===== src/rtl/intra_edge_filter_ctrl.sv =====
// rtl/intra_edge_filter_ctrl.sv - sequences one shared intra edge filter over aboveRow then leftCol
// Optional macro INTRA_EDGE_SMOOTH_TYPE_EN enables the smooth-neighbour strength table.
module intra_edge_filter_ctrl #(
  parameter int SIZE = 8,
  parameter int PX_W = 30
) (
  input  logic                       clk,
  input  logic                       reset,
  input  logic                       start,
  output logic                       ready,
  input  logic [6:0]                 blk_w,
  input  logic [6:0]                 blk_h,
  input  logic [8:0]                 p_angle,
  input  logic                       filter_type,
  input  logic [PX_W-1:0]            above_ref,
  input  logic [PX_W-1:0]            left_ref,
  input  logic [SIZE-1:0][PX_W-1:0]  above_in,
  input  logic [SIZE-1:0][PX_W-1:0]  left_in,
  output logic [PX_W-1:0]            filt_ref,
  output logic [9:0]                 filt_strength,
  output logic [SIZE-1:0][PX_W-1:0]  filt_in,
  input  logic [SIZE-1:0][PX_W-1:0]  filt_out,
  output logic [SIZE-1:0][PX_W-1:0]  above_out,
  output logic [SIZE-1:0][PX_W-1:0]  left_out,
  output logic [1:0]                 above_str,
  output logic [1:0]                 left_str,
  output logic                       done
);

  localparam logic [2:0] S_IDLE = 3'd0;
  localparam logic [2:0] S_CALC = 3'd1;
  localparam logic [2:0] S_FA   = 3'd2;
  localparam logic [2:0] S_CA   = 3'd3;
  localparam logic [2:0] S_FL   = 3'd4;
  localparam logic [2:0] S_CL   = 3'd5;
  localparam logic [2:0] S_DONE = 3'd6;

`ifdef INTRA_EDGE_SMOOTH_TYPE_EN
  localparam logic SMOOTH_EN = 1'b1;
`else
  localparam logic SMOOTH_EN = 1'b0;
`endif

  logic [2:0]                state_q, state_d;
  logic [6:0]                blk_w_q, blk_w_d;
  logic [6:0]                blk_h_q, blk_h_d;
  logic [8:0]                p_angle_q, p_angle_d;
  logic                      type_q, type_d;
  logic [PX_W-1:0]           above_ref_q, above_ref_d;
  logic [PX_W-1:0]           left_ref_q, left_ref_d;
  logic [SIZE-1:0][PX_W-1:0] above_in_q, above_in_d;
  logic [SIZE-1:0][PX_W-1:0] left_in_q, left_in_d;
  logic [1:0]                str_a_q, str_a_d;
  logic [1:0]                str_l_q, str_l_d;
  logic [PX_W-1:0]           filt_ref_q, filt_ref_d;
  logic [9:0]                filt_strength_q, filt_strength_d;
  logic [SIZE-1:0][PX_W-1:0] filt_in_q, filt_in_d;
  logic [SIZE-1:0][PX_W-1:0] above_out_q, above_out_d;
  logic [SIZE-1:0][PX_W-1:0] left_out_q, left_out_d;
  logic [1:0]                above_str_q, above_str_d;
  logic [1:0]                left_str_q, left_str_d;

  logic [7:0] wh;
  logic [8:0] d_a, d_l;
  logic [1:0] str_a_calc, str_l_calc;
  logic       smooth_sel;

  // Thresholds are checked highest strength first, so the first hit wins.
  function automatic logic [1:0] edge_strength(input logic [7:0] w_h, input logic [8:0] d,
                                               input logic smooth);
    logic [1:0] s;
    s = 2'd0;
    if (!smooth) begin
      if (w_h <= 8'd8) begin
        if (d >= 9'd56) s = 2'd1;
      end else if (w_h <= 8'd16) begin
        if (d >= 9'd40) s = 2'd1;
      end else if (w_h <= 8'd24) begin
        if (d >= 9'd32)      s = 2'd3;
        else if (d >= 9'd16) s = 2'd2;
        else if (d >= 9'd8)  s = 2'd1;
      end else if (w_h <= 8'd32) begin
        if (d >= 9'd32)      s = 2'd3;
        else if (d >= 9'd4)  s = 2'd2;
        else if (d >= 9'd1)  s = 2'd1;
      end else begin
        if (d >= 9'd1) s = 2'd3;
      end
    end else begin
      if (w_h <= 8'd8) begin
        if (d >= 9'd64)      s = 2'd2;
        else if (d >= 9'd40) s = 2'd1;
      end else if (w_h <= 8'd16) begin
        if (d >= 9'd48)      s = 2'd2;
        else if (d >= 9'd20) s = 2'd1;
      end else if (w_h <= 8'd24) begin
        if (d >= 9'd4) s = 2'd3;
      end else begin
        if (d >= 9'd1) s = 2'd3;
      end
    end
    return s;
  endfunction

  assign smooth_sel = SMOOTH_EN & type_q;
  assign wh         = {1'b0, blk_w_q} + {1'b0, blk_h_q};
  assign d_a        = (p_angle_q >= 9'd90)  ? (p_angle_q - 9'd90)  : (9'd90 - p_angle_q);
  assign d_l        = (p_angle_q >= 9'd180) ? (p_angle_q - 9'd180) : (9'd180 - p_angle_q);
  assign str_a_calc = edge_strength(wh, d_a, smooth_sel);
  assign str_l_calc = edge_strength(wh, d_l, smooth_sel);

  always_comb begin
    state_d         = state_q;
    blk_w_d         = blk_w_q;
    blk_h_d         = blk_h_q;
    p_angle_d       = p_angle_q;
    type_d          = type_q;
    above_ref_d     = above_ref_q;
    left_ref_d      = left_ref_q;
    above_in_d      = above_in_q;
    left_in_d       = left_in_q;
    str_a_d         = str_a_q;
    str_l_d         = str_l_q;
    filt_ref_d      = filt_ref_q;
    filt_strength_d = 10'd0;
    filt_in_d       = filt_in_q;
    above_out_d     = above_out_q;
    left_out_d      = left_out_q;
    above_str_d     = above_str_q;
    left_str_d      = left_str_q;
    case (state_q)
      S_IDLE: begin
        if (start) begin
          blk_w_d     = blk_w;
          blk_h_d     = blk_h;
          p_angle_d   = p_angle;
          type_d      = filter_type;
          above_ref_d = above_ref;
          left_ref_d  = left_ref;
          above_in_d  = above_in;
          left_in_d   = left_in;
          state_d     = S_CALC;
        end
      end
      S_CALC: begin
        // Filter drive is loaded here so it is presented during FA.
        str_a_d         = str_a_calc;
        str_l_d         = str_l_calc;
        filt_ref_d      = above_ref_q;
        filt_in_d       = above_in_q;
        filt_strength_d = {8'd0, str_a_calc};
        state_d         = S_FA;
      end
      S_FA: state_d = S_CA;
      S_CA: begin
        above_out_d     = (str_a_q == 2'd0) ? above_in_q : filt_out;
        above_str_d     = str_a_q;
        filt_ref_d      = left_ref_q;
        filt_in_d       = left_in_q;
        filt_strength_d = {8'd0, str_l_q};
        state_d         = S_FL;
      end
      S_FL: state_d = S_CL;
      S_CL: begin
        left_out_d = (str_l_q == 2'd0) ? left_in_q : filt_out;
        left_str_d = str_l_q;
        state_d    = S_DONE;
      end
      S_DONE:  state_d = S_IDLE;
      default: state_d = S_IDLE;
    endcase
  end

  always_ff @(posedge clk) begin
    if (reset) begin
      state_q         <= S_IDLE;
      blk_w_q         <= '0;
      blk_h_q         <= '0;
      p_angle_q       <= '0;
      type_q          <= 1'b0;
      above_ref_q     <= '0;
      left_ref_q      <= '0;
      above_in_q      <= '0;
      left_in_q       <= '0;
      str_a_q         <= '0;
      str_l_q         <= '0;
      filt_ref_q      <= '0;
      filt_strength_q <= '0;
      filt_in_q       <= '0;
      above_out_q     <= '0;
      left_out_q      <= '0;
      above_str_q     <= '0;
      left_str_q      <= '0;
    end else begin
      state_q         <= state_d;
      blk_w_q         <= blk_w_d;
      blk_h_q         <= blk_h_d;
      p_angle_q       <= p_angle_d;
      type_q          <= type_d;
      above_ref_q     <= above_ref_d;
      left_ref_q      <= left_ref_d;
      above_in_q      <= above_in_d;
      left_in_q       <= left_in_d;
      str_a_q         <= str_a_d;
      str_l_q         <= str_l_d;
      filt_ref_q      <= filt_ref_d;
      filt_strength_q <= filt_strength_d;
      filt_in_q       <= filt_in_d;
      above_out_q     <= above_out_d;
      left_out_q      <= left_out_d;
      above_str_q     <= above_str_d;
      left_str_q      <= left_str_d;
    end
  end

  assign ready         = (state_q == S_IDLE);
  assign done          = (state_q == S_DONE);
  assign filt_ref      = filt_ref_q;
  assign filt_strength = filt_strength_q;
  assign filt_in       = filt_in_q;
  assign above_out     = above_out_q;
  assign left_out      = left_out_q;
  assign above_str     = above_str_q;
  assign left_str      = left_str_q;

endmodule


===== config.mk =====
export PLATFORM = sky130hd
export DESIGN_NAME = intra_edge_filter_ctrl
export DESIGN_NICKNAME = d
export VERILOG_FILES = /design/src/rtl/intra_edge_filter_ctrl.sv
export SDC_FILE = /design/constraint.sdc
export NUM_CORES = 2
export LEC_CHECK = 0
export CORE_AREA = 4 4 604 606
export CTS_CLUSTER_DIAMETER = 100
export DETAILED_ROUTE_END_ITERATION = 8
export DIE_AREA = 0 0 608 610
export GPL_TIMING_DRIVEN = 1
export SLEW_MARGIN = 25
export SYNTH_ARGS = -nofsm -noshare
export SYNTH_HDL_FRONTEND = slang
export SYNTH_SLANG_ARGS = --single-unit

===== constraint.sdc =====
create_clock -name clk -period 9.1 [get_ports clk]
set_input_delay 0.91 -clock clk [delete_from_list [all_inputs] [get_ports clk]]
set_output_delay 0.91 -clock clk [all_outputs]
set_load 0.02 [all_outputs]

## Word level (Yosys, flattened, before mapping)

Index checks and enable logic that the tools add are counted.

| word-level totals | value |
|---|---|
| bits in registers | 1334 |
| input bits | 807 |
| output and inout bits | 766 |

| cells by class | value |
|---|---|
| add/sub/neg operators | 5 |
| order comparisons | 20 |
| equality and inequality tests | 7 |
| muxes and demuxes | 35 |
| reductions and logical operators | 5 |

Operators by type and width:

| cell | number |
|---|---|
| $mux W240 | 2 |
| $pmux W240 S2 | 1 |
| $pmux W30 S2 | 1 |
| $ge A9 B6 Y1 const B | 6 |
| $mux W2 | 18 |
| $ge A9 B1 Y1 const B | 2 |
| $ge A9 B3 Y1 const B | 2 |
| $ge A9 B4 Y1 const B | 2 |
| $ge A9 B5 Y1 const B | 2 |
| $mux W9 | 2 |
| $pmux W3 S6 | 1 |
| $le A8 B5 Y1 const B | 2 |
| $eq A3 B3 Y1 const B | 3 |
| $ge A9 B7 Y1 const B | 1 |
| $ge A9 B8 Y1 const B | 1 |
| $sub A7 B9 Y9 const A | 1 |
| $sub A8 B9 Y9 const A | 1 |
| $sub A9 B7 Y9 const B | 1 |
| $sub A9 B8 Y9 const B | 1 |
| $add A7 B7 Y8 | 1 |
| $le A8 B4 Y1 const B | 1 |
| $le A8 B6 Y1 const B | 1 |
| $mux W1 | 8 |
| $eq A3 B2 Y1 const B | 2 |
| other kinds (8) | 9 |

## Logic depth before layout (Yosys ltp)

| logic depth | value |
|---|---|
| depth after elaboration | 11 |
| gate-level depth with buffers | 13 |

## Least setup slack after synthesis

Ideal clock, no wire load.

| path | value |
|---|---|
| path kind | reg-to-reg |
| start | reg p_angle_q[2] |
| end | reg str_a_q[0] |
| library setup time | 0.134 ns |
| arrival time | 2.795 ns |
| data required time | 8.966 ns |
| slack | 6.172 ns |
| cell stages (with the launch flop) | 13 |
| buffers on the path | 1 |
| clock period less this slack | 2.928 ns |
| cell sequence | dfxtp_1 > clkbuf_1 > inv_1 > ha_1 > nand2b_1 > or3b_2 > a31oi_1 > xor2_1 > a211o_1 > a221o_1 > o311ai_1 > o311a_1 > a211oi_1 |

| between the ends | value |
|---|---|
| cells in the longest elaborated chain, start to end | 10 |

RTL lines:

| what | line | RTL |
|---|---|---|
| start: declaration | 47 | `logic [8:0] p_angle_q, p_angle_d;` |
| start signal: assignment | 198 | `p_angle_q <= p_angle_d;` |
| $sub A7 B9 Y9, or another cell as far along | 107 | `assign d_a = (p_angle_q >= 9'd90) ? (p_angle_q - 9'd90) : (9'd90 - p_angle_q);` |
| $mux W9 * | 107 |  |
| $ge A9 B1 Y1 | n/a |  |
| $mux W1 | 85 | `else if (d >= 9'd1) s = 2'd1;` |
| $mux W2 | 84 | `else if (d >= 9'd4) s = 2'd2;` |
| $mux W2 | 83 | `if (d >= 9'd32) s = 2'd3;` |
| $mux W2 | 82 | `end else if (w_h <= 8'd32) begin` |
| $mux W2 | 78 | `end else if (w_h <= 8'd24) begin` |
| $mux W2 | 76 | `end else if (w_h <= 8'd16) begin` |
| $mux W2 * | 74 | `if (w_h <= 8'd8) begin` |
| end signal: assignment | 204 | `str_a_q <= str_a_d;` |
| end: declaration | 53 | `logic [1:0] str_a_q, str_a_d;` |

Mark *: on every way between the ends. The rest lies on a longest branch, timed or not.
A chain may end at the register's enable or synchronous reset.

## Worst setup path after layout

| path | value |
|---|---|
| start | reg state_q[1] |
| end | out ready |

| between the ends | value |
|---|---|
| cells in the longest elaborated chain, start to end | 1 |

RTL lines:

| what | line | RTL |
|---|---|---|
| start: declaration | 44 | `logic [2:0] state_q, state_d;` |
| start signal: assignment | 195 | `state_q <= state_d;` |
| $logic_not A3 Y1 | 216 | `assign ready = (state_q == S_IDLE);` |
| end: declaration | 10 | `output logic ready,` |

Every way passes these cells.

==> flow_metrics.env <==
export IMPL_outcome="finished, final reports clean"
export IMPL_grtUsageMet3=0.08493
export IMPL_synth_area_mm2=0.05294
export IMPL_p_leak_nw=26.57
export IMPL_dp_cells=12150
export IMPL_hp_class="flip-flop to flip-flop"
export IMPL_path_cells="buf_4 -> nor3_1 -> clkdlybuf4s50_1"
export IMPL_tns_ns=0
export IMPL_avgViaCountPerCell=4.190
export IMPL_grt_max_degree=189
export IMPL_fin_ws_ns=4.749
export IMPL_hold_end="above_ref_q[6]"
export IMPL_placed_cell_area_mm2=0.07318
export IMPL_holdWs_ns=0.4531
export IMPL_dieWidth_um=608
export IMPL_cp_startpoint="state_q[1]"
export IMPL_tritoncts="done"
export IMPL_post_cts_buffers=0
export IMPL_rr_endpoint="left_in_q[92]"
export IMPL_peakVddDrop_mv=0.1616
export IMPL_setup_worst_path_class="flip-flop to output pin"
export IMPL_clock_path_buffers=4
export IMPL_maxCapViolCount=0
export IMPL_grt_pass1_vias=48680
export IMPL_post_route_period_util=0.4782
export IMPL_regArea_mm2=0.02655
export IMPL_synthFlopType="dfxtp_1"
export IMPL_dr_pass1_iters=5
export IMPL_slowest_stage="clkdlybuf4s50_1"
export IMPL_routed_wl_mm=358.3
export IMPL_synth_area_top_cells="dfxtp_1, nand2_1, mux2i_1"
export IMPL_die_y_um=610
export IMPL_arrival_ns=3.44
export IMPL_wl_per_cell_um=28.62
export IMPL_synth_edf_count=0
export IMPL_fin_crit_ns=4.351
export IMPL_cts_root_buf="clkbuf_16"
export IMPL_place_port_buffers=1563
export IMPL_initial_core_util=0.1475
export IMPL_fin_skew_ns=0.05577
export IMPL_clock_sinks=1326
export IMPL_hold_depth=2
export IMPL_clock_latency_ns=0.87
export IMPL_cts_buffers=170
export IMPL_startpoint_type="flip-flop"
export IMPL_ios=1573
export IMPL_synth_seq_cells=1326
export IMPL_final_hold_viol_count=0
export IMPL_critPathMaxStageDelay_ns=0.94
export IMPL_seq_area_frac_synth=0.5014
export IMPL_critPathMaxFanout=35
export IMPL_layout_drive_gt1_share=0.04743
export IMPL_via_count=52460
export IMPL_rows=220
export IMPL_grt_busiest_layer="met2"
export IMPL_fmax_mhz=229.8
export IMPL_grt_use_total=0.1832
export IMPL_fillers=39660
export IMPL_relSlewSlack=0.2268
export IMPL_rr_startpoint="state_q[1]"
export IMPL_design_area_mm2=0.07907
export IMPL_core_area_mm2=0.3589
export IMPL_final_util=0.2203
export IMPL_grt_pass1_wl_mm=464.8
export IMPL_syn_area_per_cell_um2=8.396
export IMPL_drtAntennaViolNets=0
export IMPL_ff2ff_setup_slack_ns=4.78
export IMPL_fp_dieArea_mm2=0.3709
export IMPL_cts_resized=0
export IMPL_place_ws_ns=4.815
export IMPL_clk_pin_slew_worst_paths_ns=0.06
export IMPL_use_met1=0.2007
export IMPL_drt_iter0_drc=4339
export IMPL_syn_to_final_growth_pct=49.35
export IMPL_worst_setup_path_end_kind="output pin"
export IMPL_nets=8374
export IMPL_multi_input_area_mm2=0.02426
export IMPL_worst_slew_pin_slew_ns=1.160
export IMPL_cp_required_ns=8.19
export IMPL_reg2regPathDepth=7
export IMPL_synthArstFlopShare=0
export IMPL_yosys_warnings=0
export IMPL_antenna_found_initial=172
export IMPL_dp_hpwl_mm=287.0
export IMPL_h_tree_depth=4
export IMPL_stdcell_count=12520
export IMPL_drc=0
export IMPL_gp_congestion=0.9174
export IMPL_ys_types=63
export IMPL_overflow=0
export IMPL_rsz0062_at_grt="false"
export IMPL_synth_top_area_cell="dfxtp_1"
export IMPL_slew_viol_final=0
export IMPL_setup_violations=0
export IMPL_power_density_mw_per_mm2=209.4
export IMPL_p_total_mw=16.56
export IMPL_hold_start="above_ref_q[6]"
export IMPL_cts_hold_fix_buffers=0
export IMPL_syn_inst=6306
export IMPL_synth_top_area_share=0.5014
export IMPL_met2_usage=0.3092
synthesized netlist by cell type, types with 2 or more instances:
cell type / n
nand2_1: 1630
dfxtp_1: 1326
nor2_1: 772
a21oi_1: 595
clkbuf_1: 540
a211oi_1: 514
mux2i_1: 514
a311oi_1: 240
ha_1: 19
buf_1: 16
o21ai_0: 14
inv_1: 12
xnor2_1: 10
buf_4: 8
nor3_1: 8
and3_1: 7
nand3_1: 7
nand2b_1: 6
nor2b_1: 5
a211o_1: 4
o211ai_1: 4
a21o_1: 3
nor3b_1: 3
or2_2: 3
a31oi_1: 2
and2_1: 2
buf_2: 2
nand4b_1: 2
nor4_1: 2
o22ai_1: 2
xor2_1: 2
registers in the layout, indices dropped and copies added, names as in the netlist:
| name | cells |
|---|---|
| blk_h_q | 7 |
| left_out | 240 |
| left_ref_q | 30 |
| left_str | 2 |
| left_in_q | 240 |
| above_in_q | 240 |
| str_l_q | 2 |
| filt_strength | 2 |
| above_ref_q | 30 |
| str_a_q | 2 |
| blk_w_q | 7 |
| filt_ref | 30 |
| state_q | 3 |
| p_angle_q | 9 |
| filt_in | 240 |
| above_str | 2 |
| above_out | 240 |
report_power, final:
part	switching (mW)	internal [mW]	total [mW]
Clock	2.94	4.10	7.04
Combinational	1.85	1.18	3.02
Sequential	0.322	6.17	6.49
final cells by class:
cell class | instances | area share
clock buffers | 228 | 0.06090
inverters | 12 | 0.0005696
diodes | 72 | 0.002279
repair buffers | 1630 | 0.2067
well taps | 4773 | 0.07553
multi-input cells | 4407 | 0.3068
flip-flops and latches | 1326 | 0.3358
clock inverters | 72 | 0.01152
worst max-delay path by stage:
| stage | cells past startpoint | endpoint |
|---|---|---|
| 6_report | 3 | ready |
| 5_1_grt | 7 | left_in_q[209] |
| 4_1_cts | 3 | ready |
| 3_5_place_dp | 7 | left_in_q[92] |
| 3_3_place_gp | 7 | left_in_q[142] |
| 2_1_floorplan | 12 | str_a_q[0] |
cells by family (layout without fill, tap and decap cells):
group | after synthesis | after routing | share of synthesized area
simple gates | 2455 | 2455 | 0.1768
compound gates | 1396 | 1396 | 0.1754
flops | 1326 | 1326 | 0.5014
buf+inv | 580 | 1942 | 0.04190
mux | 515 | 515 | 0.09739
fa+ha+maj | 21 | 21 | 0.005057
xor+xnor | 12 | 12 | 0.001985
other cells | 1 | 80 | 0.00007083
routing by layer:
metal / share of wire / vias up
li1: - / 24300
met1: 0.37 / 25330
met3: 0.11 / 628
met5: 0.0012 / -
met2: 0.47 / 2143
met4: 0.046 / 64
critical path: cells and delay by family, from the launching register on:
| kind | cells | cell delay, ns |
|---|---|---|
| flip-flops | 1 | 0.76 |
| AND/OR/NAND/NOR | 1 | 0.21 |
| buffers and inverters | 2 | 1.59 |
placed cells by master, fill, tap and decap left out, types with 4 or more instances in the layout:
master           netlist  layout
clkbuf_16              0     173
nand3_1                7       7
clkinvlp_4             0       8
clkinv_2               0      23
a21oi_1              595     595
nand2_1             1630    1629
inv_1                 12      12
clkinv_4               0       5
clkdlybuf4s50_1        0    1557
clkbuf_8               0      28
mux2i_1              514     514
bufinv_16              0      12
xnor2_1               10      10
buf_2                  2       4
conb_1                 1       8
and3_1                 7       5
inv_6                  0      11
a211oi_1             514     514
a211o_1                4       4
nor2b_1                5       4
diode_2                0      72
clkbuf_1             540      27
buf_12                 0      17
o21ai_0               14      13
buf_4                  8      51
nor2_1               772     769
nor3_1                 8       8
dfxtp_1             1326    1325
ha_1                  19      19
nand2b_1               6       6
o211ai_1               4       4
a311oi_1             240     240
inv_8                  0       5
(Power assumes the default switching activity.)
